**config.mk**
```make
export PLATFORM = sky130hd
export DESIGN_NAME = fir_ctrl_fsm_mc
export DESIGN_NICKNAME = d
export VERILOG_FILES = /design/src/rtl/fir_ctrl_fsm_mc.sv
export SDC_FILE = /design/constraint.sdc
export NUM_CORES = 1
export LEC_CHECK = 0
export CORE_AREA = 2 2 39 41
export CTS_CLUSTER_DIAMETER = 120
export CTS_CLUSTER_SIZE = 14
export DETAILED_ROUTE_END_ITERATION = 10
export DIE_AREA = 0 0 41 43
export PLACE_DENSITY = 0.74
export SYNTH_ARGS = -nofsm -noshare
export SYNTH_HDL_FRONTEND = slang
export SYNTH_SLANG_ARGS = --single-unit
export TNS_END_PERCENT = 100
```
**constraint.sdc**
```tcl
create_clock -name clk -period 4.76 [get_ports clk]
set_input_delay 0.476 -clock clk [delete_from_list [all_inputs] [get_ports clk]]
set_output_delay 0.476 -clock clk [all_outputs]
set_load 0.05 [all_outputs]
```
**src/rtl/fir_ctrl_fsm_mc.sv**
```systemverilog
// Control FSM for the multi-channel decimating FIR: ADC intake, delay-line shift, MAC sequencing, DAC handoff.
// Latency: valid in IDLE @0 -> ready @1, shift @2, first MAC @3, last MAC @NTAPS+2, dac_conv_req @NTAPS+3.
// Backpressure: ADC valid waits in IDLE until taken; dac_conv_req holds in DAC_REQ until dac_conv_ack.
module fir_ctrl_fsm_mc #(
    parameter int NTAPS = 32,
    parameter int NCH   = 1,
    parameter int DECIM = 1,
    localparam int AW = $clog2(NTAPS),
    localparam int CW = ($clog2(NCH) > 0) ? $clog2(NCH) : 1
) (
    input  logic          clk,
    input  logic          reset,
    input  logic          adc_conv_valid,
    output logic          adc_conv_ready,
    output logic [CW-1:0] ch_sel,
    output logic [AW-1:0] line_addr,
    output logic [AW-1:0] rom_addr,
    output logic          sample_shift,
    output logic          mac_init,
    output logic          mac_en,
    output logic          dac_conv_req,
    input  logic          dac_conv_ack,
    output logic          busy
);

    localparam int DW = (DECIM > 1) ? $clog2(DECIM) : 1;

    localparam logic [AW-1:0] TAP_LAST = AW'(NTAPS - 1);
    localparam logic [CW-1:0] CH_LAST  = CW'(NCH - 1);
    localparam logic [DW-1:0] DEC_LAST = DW'(DECIM - 1);

    typedef enum logic [2:0] {
        IDLE     = 3'd0,
        GET      = 3'd1,
        SHIFT    = 3'd2,
        MAC_INIT = 3'd3,
        MAC      = 3'd4,
        DAC_REQ  = 3'd5
    } state_t;

    state_t        state_q, state_d;
    logic [AW-1:0] tap_cnt_q, tap_cnt_d;
    logic [CW-1:0] ch_cnt_q, ch_cnt_d;
    logic [DW-1:0] dec_cnt_q, dec_cnt_d;

    logic          ch_wrap;
    logic [CW-1:0] ch_next;

    // Channel advance shared by the non-filtering SHIFT exit and the DAC handoff.
    assign ch_wrap = (ch_cnt_q == CH_LAST);
    assign ch_next = ch_wrap ? '0 : ch_cnt_q + CW'(1);

    // State and counter registers; reset returns everything to IDLE with counters cleared.
    always_ff @(posedge clk) begin
        if (reset) begin
            state_q   <= IDLE;
            tap_cnt_q <= '0;
            ch_cnt_q  <= '0;
            dec_cnt_q <= '0;
        end else begin
            state_q   <= state_d;
            tap_cnt_q <= tap_cnt_d;
            ch_cnt_q  <= ch_cnt_d;
            dec_cnt_q <= dec_cnt_d;
        end
    end

    // Next-state, counter updates and Moore output decode from the registered state.
    always_comb begin
        state_d        = state_q;
        tap_cnt_d      = tap_cnt_q;
        ch_cnt_d       = ch_cnt_q;
        dec_cnt_d      = dec_cnt_q;
        adc_conv_ready = 1'b0;
        ch_sel         = '0;
        line_addr      = '0;
        rom_addr       = '0;
        sample_shift   = 1'b0;
        mac_init       = 1'b0;
        mac_en         = 1'b0;
        dac_conv_req   = 1'b0;
        busy           = (state_q != IDLE);

        case (state_q)
            IDLE: begin
                if (adc_conv_valid) state_d = GET;
            end
            GET: begin
                adc_conv_ready = 1'b1;
                ch_sel         = ch_cnt_q;
                state_d        = SHIFT;
            end
            SHIFT: begin
                sample_shift = 1'b1;
                ch_sel       = ch_cnt_q;
                if (dec_cnt_q == DEC_LAST) begin
                    state_d = MAC_INIT;
                end else begin
                    // Decimated sample: only stored; move to the next channel slot.
                    ch_cnt_d = ch_next;
                    if (ch_wrap) dec_cnt_d = dec_cnt_q + DW'(1);
                    state_d = IDLE;
                end
            end
            MAC_INIT: begin
                mac_init  = 1'b1;
                mac_en    = 1'b1;
                ch_sel    = ch_cnt_q;
                rom_addr  = tap_cnt_q;
                line_addr = TAP_LAST - tap_cnt_q;
                tap_cnt_d = tap_cnt_q + AW'(1);
                state_d   = MAC;
            end
            MAC: begin
                mac_en    = 1'b1;
                ch_sel    = ch_cnt_q;
                rom_addr  = tap_cnt_q;
                line_addr = TAP_LAST - tap_cnt_q;
                if (tap_cnt_q == TAP_LAST) begin
                    tap_cnt_d = '0;
                    state_d   = DAC_REQ;
                end else begin
                    tap_cnt_d = tap_cnt_q + AW'(1);
                end
            end
            DAC_REQ: begin
                dac_conv_req = 1'b1;
                ch_sel       = ch_cnt_q;
                if (dac_conv_ack) begin
                    ch_cnt_d = ch_next;
                    // Last channel of the frame handed off: restart the decimation phase.
                    if (ch_wrap) dec_cnt_d = '0;
                    state_d = IDLE;
                end
            end
            default: begin
                state_d   = IDLE;
                tap_cnt_d = '0;
                ch_cnt_d  = '0;
                dec_cnt_d = '0;
            end
        endcase
    end

endmodule

```
==> summary.md, run 1 <==
| Metric | Value |
|---|---|
| Worst path slowest cell | `clkdlybuf4s50_1` |
| Fmax | `between 0.3 and 0.4 GHz` |
| Top post-synthesis cells by area | `dfxtp_1 (31%), nor2_1 (7.2%), nor2b_1 (7.2%), ha_1 (4.8%), a221o_1 (3.8%)` |
| Area fraction of the dominant cell type after synthesis | `between 30% and 40%` |
| WL/cell | `between 10 and 15 um` |
| RSZ-0062 raised after global routing | `false` |
| Final setup vio count | `0` |
| Largest family of logic cells by synthesized area | `simple AND/OR/NAND/NOR gates` |
| Least-Margin Pin Slew | `approximately 0.61 ns` |
| Crit path kind | `flip-flop to primary output` |
| Final net count | `slightly below 90` |
| Port bufs | `19` |
| Clock buffer count from CTS | `3` |
| Ant diodes | `0` |
| CTS sink count | `8` |
| Max_cap viols | `0` |
| Crit path from | `state_q[2]` |
| Worst slack, placed | `between 2 and 2.5 ns` |
| Total die area | `roughly 0.0018 mm2` |
| Post-synth EDFFs | `0` |
| Fraction of the mapped netlist area in adder cells | `roughly 4.8%` |
| Multiplexer share of the synthesized area | `roughly 4%` |
| Hold Path Depth | `2` |
| CP required | `~4.3 ns` |
| Placeable Area | `approximately 0.0014 mm2` |
| Synth Area in Compound Gates | `18.8%` |
| Cts hold-fix bufs | `0` |
| Cells after Synth | `64` |
| Die width | `slightly above 40 um` |
| Hpwl dp | `between 800 and 900 um` |
| Final instance area | `~720 um2` |
| Chip height | `around 43 um` |
| Min Hold Slack | `0.508 ns` |
| Largest net degree at the start of global routing | `13` |
| Pwr Total | `between 200 and 250 uW` |
| Post-DRT Antenna Nets | `0` |
| Cell taking the most area after synthesis | `dfxtp_1` |
| CTS H-Tree Depth | `1` |
| Outcome | `completed` |
| Post-synth cell types | `31` |
| CP arrival | `about 2.4 ns` |
| Layout cells sized above 1 | `under 10%` |
| CTS resizes | `0` |
| Rel. slew slack | `approximately three fifths` |
| I/O pin count | `21` |
| Max Clock Skew | `approximately 0.00019 ns` |
| GRT overflow | `0` |
| Warnings from Yosys | `0` |
| Worst reg2reg path startpoint | `tap_cnt_q[0]` |
| Final Slew Violations | `0` |
| Post-Synthesis Net Count | `70` |
| Final Routed Wirelength | `~1100 um` |
| Initial core utilization | `37.6%` |
| Final min period | `around 2.8 ns` |
| Startpoint types | `flip-flop` |
| Placer congestion estimate | `roughly 0.76` |
| Async set-reset flop share out of synthesis | `0%` |
| Ratio of final minimum period to clock period | `roughly 60%` |
| VDD IR max | `between 100 and 150 uV` |
| Worst-path clk slew | `roughly 0.050 ns` |
| Xor/xnor share of the synthesized area | `under 10%` |
| Fillers | `between 100 and 150` |
| Pleak | `~0.00029 uW` |
| Row cnt | `14` |
| Insertion delay to the later sink of the worst-skew pair | `0.25 ns` |
| TritonCTS clock tree | `built` |
| Syn_area_per_cell | `between 8 and 9 um2` |
| Worst hold start | `tap_cnt_q[4]` |
| Total vias in the final route | `between 500 and 600` |
| Main synth FF type | `dfxtp_1` |
| Mapped Area | `~520 um2` |
| Synth-to-Final Area Change | `38.5%` |
| Postcts setup bufs | `0` |
| Area of placed instances | `698 um2` |
| TNS Setup | `0 ns` |
| Vias/cell | `~5.2` |
| Sequential area share after synthesis | `30.8%` |
| R2R cell count | `6` |
| Hold WC Path Type | `flip-flop to flip-flop` |
| Cell Chain, Critical Path | `nand3b_1, inv_1, nor2_1, nor2b_1, clkdlybuf4s50_1` |
| #FFs+latches synth | `8` |
| DR pass1 iterations | `4` |
| Sequential Area | `160 um2` |
| 1st-iter DRT viols | `3` |
| Max incr delay on CP | `~0.72 ns` |
| Post-synthesis simple-gate area fraction | `between 20 and 30%` |
| Drc violations | `0` |
| Pwr/cell area | `between 200 and 300 mW/mm2` |
| Vias in the first global route | `roughly 410` |
| Final Hold Viols | `0` |
| Clk buf depth | `2` |
| Global-route wire length before repair | `1750 um` |
| Area occupied by multi-input gates | `just over 300 um2` |
| Initial antenna violation count | `0` |
| Final Worst Setup Slack | `slightly below 2 ns` |
| CP max FO | `11` |
| Tot GR Track Use | `approximately 15%` |
| Clk root buf | `clkbuf_4` |
| CP Capture Type | `primary output` |
==> worst max-delay path: cells and delay by family (launching register included) <==
| kind | cells | cell delay (ns) |
|---|---|---|
| and+or+nand+nor | 3 | 0.83 |
| buffers and inverters | 2 | 0.82 |
| DFF | 1 | 0.46 |
==> sequential cells by signal, indices dropped and copies added, names as in the netlist <==
| register | flops |
|---|---|
| state_q | 3 |
| tap_cnt_q | 5 |
==> path summary, 6_finish.rpt <==
path	slack, ns	end
worst max-delay path	1.92	rom_addr[4]
worst min-delay path	0.51	tap_cnt_q[4]
worst max register to register	2.57	tap_cnt_q[3]
worst min register to register	0.51	tap_cnt_q[4]
==> layer usage <==
layer,routed length [um],vias up,global-route usage [%]
li1,-,258,-
met1,490,233,20.6
met2,489,16,18.4
met3,73,2,9.42
met4,14,0,6.00
met5,0,-,0
==> cell usage after synthesis (2+ instances only) <==
library cell and number:
a2111oi_0 2, nor2b_1 6, a21oi_1 3, nor2_1 10, inv_1 5, dfxtp_1 8
buf_2 2, nor3_1 2, nor3b_1 2, ha_1 2, a221o_1 2
==> final cells by class <==
class | count | area share [%]
Tap cell | 16 | 2.78
Sequential cell | 8 | 22.2
Inverter | 5 | 2.60
Timing Repair Buffer | 19 | 26.4
Clock buffer | 3 | 3.13
Multi-Input combinational cell | 46 | 42.9
==> metrics by stage <==
| step | util, % | instances |
|---|---|---|
| after global placement | 50.5 | 94 |
| after global routing | 52.1 | 97 |
| after floorplan | - | 64 |
| final | 52.1 | 97 |
| after detailed placement | 50.5 | 94 |
| after CTS | 52.1 | 97 |
==> cells by family (layout without fill, tap and decap cells) <==
family          after synthesis  count (layout)
buf+inv                      10              27
flops                         8               8
mux                           2               2
simple gates                 27              27
fa+ha+maj                     2               2
compound gates               13              13
other cells                   1               1
xor+xnor                      1               1
==> layout by cell type (no fill, tap or decap), types with 3 or more instances in the layout <==
cell              n
a21oi_1           3
clkbuf_4          3
clkdlybuf4s50_1  19
dfxtp_1           8
inv_1             5
nor2_1           10
nor2b_1           6
==> report_power, final <==
part	internal (uW)	switching, uW	leakage (uW)
Combinational	27.1	47.9	0.000207
Sequential	70.7	8.46	0.0000649
Clock	28.7	20.9	0.0000138
(Power assumes the default switching activity.)
==> run 2, diff against run 1 <==
--- a/config.mk
+++ b/config.mk
@@ -5,12 +5,12 @@
 export SDC_FILE = /design/constraint.sdc
 export NUM_CORES = 1
 export LEC_CHECK = 0
-export CORE_AREA = 2 2 39 41
+export CORE_MARGIN = 2
+export CORE_UTILIZATION = 40
 export CTS_CLUSTER_DIAMETER = 120
 export CTS_CLUSTER_SIZE = 14
 export DETAILED_ROUTE_END_ITERATION = 10
-export DIE_AREA = 0 0 41 43
-export PLACE_DENSITY = 0.74
+export PLACE_DENSITY = 0.75
 export SYNTH_ARGS = -nofsm -noshare
 export SYNTH_HDL_FRONTEND = slang
 export SYNTH_SLANG_ARGS = --single-unit
==> constraint.sdc (replaced) <==
create_clock -name clk -period 2.9 [get_ports clk]
set_input_delay 0.29 -clock clk [delete_from_list [all_inputs] [get_ports clk]]
set_output_delay 0.29 -clock clk [all_outputs]
set_load 0.05 [all_outputs]
==> run 2 against run 1 <==
Against the previous run:
- non-clock buffer count did not move
- final cell count shrank 2.1%
- clock power is 65% higher
- utilization grew 10 points
- die area down 8.9%
- register-to-register slack worse by 1.8 ns
- wire length grew 0.75%
- largest power group unchanged
==> summary.md, run 2 (same netlist as run 1, synthesis figures left out) <==
| Metric | Value |
|---|---|
| Outcome | `completed` |
| Initial antenna violation count | `0 (unchanged)` |
| CTS resizes | `0 (unchanged)` |
| Fillers | `110 (-18%)` |
| RSZ-0062 raised after global routing | `false` |
| Pwr/cell area | `467 mW/mm2 (+65%)` |
| WL/cell | `11.3 um (+2.9%)` |
| Commonest non-fill, non-tap cell in the layout | `clkdlybuf4s50_1` |
| Total vias in the final route | `480 (-5.7%)` |
| Layout cells sized above 1 | `6.17% (unchanged)` |
| Insertion delay to the later sink of the worst-skew pair | `0.25 ns (about the same)` |
| Tot GR Track Use | `16.7% (+1.6 points)` |
| Final Slew Violations | `0 (unchanged)` |
| Clock buffer count from CTS | `3 (unchanged)` |
| Final Hold Viols | `0 (unchanged)` |
| I/O pin count | `21 (unchanged)` |
| Cell Chain, Critical Path | `nand3b_1, inv_1, nor2_1, nor2b_1, clkdlybuf4s50_1` |
| Max reg flops | `5 (unchanged)` |
| Placer congestion estimate | `0.773 (+1.5%)` |
| Area occupied by multi-input gates | `309 um2 (unchanged)` |
| Clock Power Share | `24.4% (about the same)` |
| CP max FO | `11 (unchanged)` |
| Largest net degree at the start of global routing | `13 (unchanged)` |
| Placeable Area | `0.00116 mm2 (-16%)` |
| Drc violations | `0 (unchanged)` |
| Fmax | `around 0.37 GHz` |
| Vias in the first global route | `412 (+1.2%)` |
| Max Clock Skew | `0.00156 ns (+0.00137 ns)` |
| Max incr delay on CP | `0.72 ns (about the same)` |
| Clk root buf | `clkbuf_4` |
| Global-route wire length before repair | `1770 um (+0.80%)` |
| Final min period | `2.70 ns` |
| CP delay by family, top | `simple AND/OR/NAND/NOR gates` |
| Sequential Area | `160 um2 (unchanged)` |
| Hpwl dp | `823 um (+0.18%)` |
| Die width | `40.1 um (-2.3%)` |
| Cell Int Power | `208 uW (+64%)` |
| Final net count | `89 (unchanged)` |
| DR pass1 iterations | `2 (-2)` |
| Chip height | `40.1 um (-6.8%)` |
| Vias/cell | `5.05 (-3.7%)` |
| CTS sink count | `8 (unchanged)` |
| Logic pwr share | `36.9% (about the same)` |
| Post-DRT Antenna Nets | `0 (unchanged)` |
| Worst-path clk slew | `0.05 ns (about the same)` |
| CP Capture Type | `primary output` |
| Least-Margin Pin Slew | `0.608 ns (-0.00187 ns)` |
| CP required | `2.61 ns (-1.67 ns)` |
| Port bufs | `19 (unchanged)` |
| Final setup vio count | `0 (unchanged)` |
| Max_cap viols | `0 (unchanged)` |
| Ratio of final minimum period to clock period | `about 93%` |
| CP arrival | `2.41 ns (+0.05 ns)` |
| CP Buf/Inv Count | `2 (unchanged)` |
| Final Routed Wirelength | `1080 um (+0.75%)` |
| TritonCTS clock tree | `built` |
| Most frequent cells in the layout | `clkdlybuf4s50_1 (19), nor2_1 (10), dfxtp_1 (8)` |
| VDD IR max | `258 uV (+77%)` |
| Crit path kind | `flip-flop to primary output` |
| CTS H-Tree Depth | `1 (unchanged)` |
| Min Hold Slack | `0.500 ns (-0.00826 ns)` |
| Total die area | `0.00161 mm2 (-8.9%)` |
| Most flop-heavy register | `tap_cnt_q` |
| Hold WC Path Type | `flip-flop to flip-flop` |
| Cts hold-fix bufs | `0 (unchanged)` |
| Top flop regs | `tap_cnt_q x5, state_q x3` |
| TNS Setup | `0 ns (unchanged)` |
| 1st-iter DRT viols | `2 (-1)` |
| Seq pwr share | `38.7% (about the same)` |
| Row cnt | `12 (-2)` |
| Ant diodes | `0 (unchanged)` |
| Clk buf depth | `2 (unchanged)` |
| Postcts setup bufs | `0 (unchanged)` |
| Worst path slowest cell | `clkdlybuf4s50_1` |
| Initial core utilization | `45.0% (+7.4 points)` |
| Startpoint types | `flip-flop` |
| Synth-to-Final Area Change | `38.0%` |
| Sw Ratio | `38.1% (+0.19 points)` |
| Rel. slew slack | `59.3% (+0.13 points)` |
| Sw Pwr | `128 uW (+65%)` |
| GRT overflow | `0 (unchanged)` |
| Pleak | `0.000285 uW (unchanged)` |
run 2: power groups by stage:
stage | combinational, uW | sequential (uW) | clock, uW
floorplan | 102 | 121 | 0
global placement | 124 | 131 | 0
detailed placement | 125 | 132 | 0
CTS | 125 | 129 | 86.8
global route | 132 | 132 | 93.4
finish | 124 | 130 | 81.9
run 2: per-layer routing:
metal  track usage [%]  share of wire (%)  vias to the layer above  wire length (um)
met5                 0                  0                        -                 0
met4              7.76               0.37                        0                 4
met3              6.67                5.9                        2                63
met2              24.2                 43                       13               458
met1              21.2                 51                      209               551
li1                  -                  -                      256                 -
run 2: stage by stage:
step	setup slack [ns]	cells	util, %	area, um2	power, uW
after floorplan	0.567	64	-	520	224
after global placement	0.563	92	60.2	696	255
after detailed placement	0.430	92	60.2	696	257
after CTS	0.147	95	62.1	718	341
after global routing	0.0177	95	62.1	718	357
final	0.205	95	62.1	718	336
run 2: tightest hold or removal path, cell delays in order (launching register included):
cell and delay (ns):
dfxtp_1 0.33, nand2_1 0.06, a21oi_1 0.06
run 2: cell type report:
type                       count  area share [%]
tap                           14            2.44
sequential                     8            22.3
inverter                       5            2.61
multi-input combinational     46            43.0
timing repair buffer          19            26.5
clock buffer                   3            3.14
run 2: worst paths after layout:
kind / end / cells after the start / start / slack, ns
setup / recovery: rom_addr[1] / 5 / state_q[2] / 0.20
hold / removal: tap_cnt_q[4] / 2 / tap_cnt_q[4] / 0.50
setup reg to reg: tap_cnt_q[3] / 6 / tap_cnt_q[0] / 0.79
hold reg to reg: tap_cnt_q[4] / 2 / tap_cnt_q[4] / 0.50
